### src/rtl/output_deskew_buffer.sv
// Re-aligns the skewed column outputs of the systolic array into whole rows.
// Each column has its own FIFO lane; the rows leave as one vector under valid/ready.
module output_deskew_buffer #(
    parameter int SYS_COLS   = 4,
    parameter int P_BITWIDTH = 32,
    parameter int DEPTH      = 16
) (
    input  logic                                  clk,
    input  logic                                  rst,
    input  logic [SYS_COLS-1:0]                   i_valid,
    input  logic [SYS_COLS-1:0][P_BITWIDTH-1:0]   i_data,
    output logic                                  o_valid,
    input  logic                                  o_ready,
    output logic [SYS_COLS-1:0][P_BITWIDTH-1:0]   o_data,
    output logic [$clog2(DEPTH):0]                o_rows,
    output logic                                  err_ovf,
    output logic                                  err_skew
);

    localparam int AW = $clog2(DEPTH);
    localparam int CW = AW + 1;

    logic [SYS_COLS-1:0] lane_nonempty;
    logic [SYS_COLS-1:0] lane_ovf;
    logic [SYS_COLS-1:0] lane_skew;
    logic [SYS_COLS-2:0] v_d_reg;
    logic [CW-1:0]       count_last;
    logic                pop;
    logic                err_ovf_reg;
    logic                err_skew_reg;

    assign o_valid = &lane_nonempty;
    assign pop     = o_valid & o_ready;

    generate
        for (genvar gi = 0; gi < SYS_COLS; gi++) begin : g_lane
            logic [P_BITWIDTH-1:0] mem [DEPTH];
            logic [AW-1:0]         wr_ptr_reg;
            logic [AW-1:0]         rd_ptr_reg;
            logic [CW-1:0]         count_reg;
            logic                  full;
            logic                  wr_en;

            // A full lane still accepts a write when the same edge pops a row.
            assign full          = (count_reg == CW'(DEPTH));
            assign wr_en         = i_valid[gi] & (~full | pop);
            assign lane_ovf[gi]  = i_valid[gi] & full & ~pop;
            assign lane_nonempty[gi] = (count_reg != '0);
            assign o_data[gi]    = o_valid ? mem[rd_ptr_reg] : '0;

            always_ff @(posedge clk) begin
                if (wr_en) begin
                    mem[wr_ptr_reg] <= i_data[gi];
                end
            end

            always_ff @(posedge clk or posedge rst) begin
                if (rst) begin
                    wr_ptr_reg <= '0;
                    rd_ptr_reg <= '0;
                    count_reg  <= '0;
                end else begin
                    if (wr_en) begin
                        wr_ptr_reg <= wr_ptr_reg + AW'(1);
                    end
                    if (pop) begin
                        rd_ptr_reg <= rd_ptr_reg + AW'(1);
                    end
                    case ({wr_en, pop})
                        2'b10:   count_reg <= count_reg + CW'(1);
                        2'b01:   count_reg <= count_reg - CW'(1);
                        default: count_reg <= count_reg;
                    endcase
                end
            end

            // Column c must follow column c-1 by exactly one cycle.
            if (gi == 0) begin : g_first
                assign lane_skew[gi] = 1'b0;
            end else begin : g_rest
                assign lane_skew[gi] = i_valid[gi] & ~v_d_reg[gi-1];
            end

            if (gi == SYS_COLS - 1) begin : g_last
                assign count_last = count_reg;
            end
        end
    endgenerate

    always_ff @(posedge clk or posedge rst) begin
        if (rst) begin
            v_d_reg      <= '0;
            err_ovf_reg  <= 1'b0;
            err_skew_reg <= 1'b0;
        end else begin
            v_d_reg <= i_valid[SYS_COLS-2:0];
            if (|lane_ovf) begin
                err_ovf_reg <= 1'b1;
            end
            if (|lane_skew) begin
                err_skew_reg <= 1'b1;
            end
        end
    end

    // The last lane fills last, so its occupancy is the complete-row count.
    assign o_rows   = count_last;
    assign err_ovf  = err_ovf_reg;
    assign err_skew = err_skew_reg;

endmodule
### config.mk
export PLATFORM = sky130hd
export DESIGN_NAME = output_deskew_buffer
export DESIGN_NICKNAME = d
export VERILOG_FILES = /design/src/rtl/output_deskew_buffer.sv
export SDC_FILE = /design/constraint.sdc
export NUM_CORES = 2
export LEC_CHECK = 0
export CAP_MARGIN = 10
export CORE_ASPECT_RATIO = 1.75
export CORE_MARGIN = 2
export CORE_UTILIZATION = 23
export DETAILED_ROUTE_END_ITERATION = 16
export SYNTH_ARGS = -nofsm -noshare
export SYNTH_HDL_FRONTEND = slang
export SYNTH_SLANG_ARGS = --single-unit
### constraint.sdc
create_clock -name clk -period 12 [get_ports clk]
set_input_delay 1.2 -clock clk [delete_from_list [all_inputs] [get_ports clk]]
set_output_delay 1.2 -clock clk [all_outputs]
set_load 0.01 [all_outputs]
==> metrics.md <==
| Metric | Value |
|---|---|
| Worst hold path type | `flip-flop to flip-flop` |
| Remaining DRCs | `0` |
| Area post-placement | `89,700 um^2` |
| Hold_buf cts | `0` |
| Layout area overhead | `18.7%` |
| Final nets | `3,896` |
| GRT Util Overall | `11.1%` |
| Worst-path fanout max | `63` |
| Minimum clock period | `6.10 ns` |
| WHS | `0.468 ns` |
| Buffers & Inverters on Critical Path | `3` |
| Largest area contributor in the netlist | `edfxtp_1` |
| Fillers | `34,500` |
| Routability cong. | `0.708` |
| RSZ-0062 raised after global routing | `false` |
| I/O pin total | `271` |
| Worst slew pin tran | `1.14 ns` |
| Setup crit end kind | `primary output` |
| Ys flop type | `edfxtp_1` |
| Synth top area share | `76.0%` |
| Synthesized cell area | `81,000 um^2` |
| PD cells | `240 nW/um^2` |
| Largest net degree at the start of global routing | `100` |
| Number of synthesized flops with an enable pin | `2,048` |
| Initial Util | `23.1%` |
| Die Y-Extent | `789 um` |
| CTS Root Cell | `clkbuf_16` |
| Async set-reset flop share out of synthesis | `2.71%` |
| Clock latency on the worst-skew pair | `0.91 ns` |
| Cells along the critical path | `buf_4 -> buf_4 -> mux4_2 -> mux4_2 -> and3_1 -> clkdlybuf4s50_1` |
| IO Port Bufs | `270` |
| Initial antenna violation count | `43` |
| Post-synthesis sequential area ratio | `77.7%` |
| Synthesis-stage register bit count | `2,105` |
| Final hold viol count | `0` |
| CP arrival | `4.90 ns` |
| Final ANT Viol Nets | `0` |
| Clk buf depth | `4` |
| TNS Setup | `0 ns` |
| Synthesized area per cell | `24.1 um^2` |
| Final setup fails | `0` |
| Tot Pwr | `23.0 mW` |
| Post-detail-place hpwl | `111 mm` |
| Most instantiated cells after synthesis | `edfxtp_1, mux4_2, and3_1` |
| CTS Sinks | `2,105` |
| Number of vias per cell | `4.30` |
| Via count | `36,700` |
| Slowest cell on the critical path | `buf_4` |
| Largest delay share family, worst path | `buffers and inverters` |
| Clock slew at reported path FFs | `0.07 ns` |
| Final WL | `203 mm` |
| Core area | `351,000 um^2` |
| Initial DRC count | `2,847` |
| DRT Pass-1 Iters | `7` |
| WP data required | `10.80 ns` |
| Die width | `453 um` |
| Synthesized Nets | `3,519` |
| Worst IR Drop VDD | `195 uV` |
| Post_cts resized | `0` |
| Number of global-route vias before repair | `40,000` |
| Final period util | `50.8%` |
| Max-cap violations | `0` |
| H-tree depth | `4` |
| Post-Route Skew | `0.114 ns` |
| Num CTS Buffers | `202` |
| CTS tree | `done` |
| Die ar. | `357,000 um^2` |
| First-pass GRT wire length | `290 mm` |
| FP Rows | `288` |
| Leading post-synthesis cells by cell area | `edfxtp_1, mux4_2, dfrtp_1` |
| Largest register FFs | `2,048` |
| CP Class | `flip-flop to primary output` |
| Leak Pwr | `29.2 nW` |
| Post-detailed-route wirelength per cell | `23.7 um` |
| Final Worst Setup Slack | `5.90 ns` |
| Layout cell share with drive strength beyond 1 | `28.7%` |
| Grt total ovfl | `0` |
| Status | `finished clean` |
| Achievable frequency | `164 MHz` |
| Top-count cell post-synth | `edfxtp_1` |
| Distinct cells, synth | `49` |
| Relative slew slack | `23.9%` |
| Yosys warning count | `0` |
| Mapped Cells | `3,358` |
| CP startpoint kind | `flip-flop` |
| Pins over their slew limit | `0` |
| Worst path max stage delay | `0.81 ns` |
| Post-CTS Setup Repair Bufs | `0` |
| Dpl ws | `6.66 ns` |
| Design Area, Final | `96,100 um^2` |
==> logic make-up after synthesis <==
group	after synthesis	synth area share, %
AOI/OAI and AO/OA	34	0.292
xor gates and xnor gates	44	0.485
adders and majority gates	26	0.402
buffers and inverters	207	1.09
DFF	2105	77.7
muxes	644	17.9
and+or+nand+nor	298	2.15
==> cell usage in the layout (no fill, tap or decap), types with 12 or more instances in the layout <==
cell / synthesis / routed
and2_2: 0 / 16
and3_1: 141 / 129
and3_2: 0 / 12
buf_4: 1 / 92
bufinv_16: 0 / 13
clkbuf_1: 104 / 32
clkbuf_16: 0 / 204
clkdlybuf4s50_1: 0 / 270
clkinv_1: 0 / 52
clkinv_2: 0 / 29
dfrtp_1: 57 / 41
diode_2: 0 / 18
edfxtp_1: 2048 / 2048
ha_1: 26 / 26
inv_1: 16 / 15
mux4_2: 640 / 640
nand2_1: 40 / 40
nand3_1: 15 / 14
nand4_1: 12 / 12
nor2_4: 0 / 24
xnor2_1: 35 / 35
==> stage by stage <==
step	utilization [%]	instances
finish	27.4	8549
global route	27.4	8535
CTS	27.4	8531
detailed placement	25.6	8171
global placement	25.6	8171
floorplan	-	3358
==> path summary, 6_finish.rpt <==
kind	cells past startpoint	start	slack, ns	end
setup / recovery	6	g_lane[1].rd_ptr_reg[1]	5.90	o_data[34]
hold / removal	1	g_lane[2].rd_ptr_reg[3]	0.47	g_lane[2].rd_ptr_reg[3]
setup reg to reg	8	o_rows[1]	6.90	g_lane[3].mem[0][22]
hold reg to reg	1	g_lane[2].rd_ptr_reg[3]	0.47	g_lane[2].rd_ptr_reg[3]
max in group asynchronous	3	rst	10.17	g_lane[2].rd_ptr_reg[0]
min in group asynchronous	2	rst	0.54	g_lane[3].wr_ptr_reg[2]
==> layer usage <==
metal	up-vias	track usage (%)	wire length [um]
met1	20100	12.9	76800
met3	377	1.63	9740
met5	-	0	100
li1	15200	-	-
met4	14	3.86	6680
met2	1108	20.6	109000
==> layout make-up <==
cell class	count	area [um^2]	area share (%)
Sequential cell	2105	63000	65.5
Clock buffer	236	5230	5.44
Multi-Input combinational cell	1046	17400	18.2
Inverter	16	62.6	0.0651
Antenna cell	18	45.0	0.0469
Tap cell	4640	5810	6.04
Clock inverter	124	1090	1.13
Timing Repair Buffer	364	3430	3.57
==> power by group <==
part	switching (mW)	internal (mW)	total (mW)
logic	3.68	3.76	7.44
clock network	2.78	3.41	6.19
registers	0.515	8.88	9.40
Note: power is estimated with default switching activity, not from simulation.
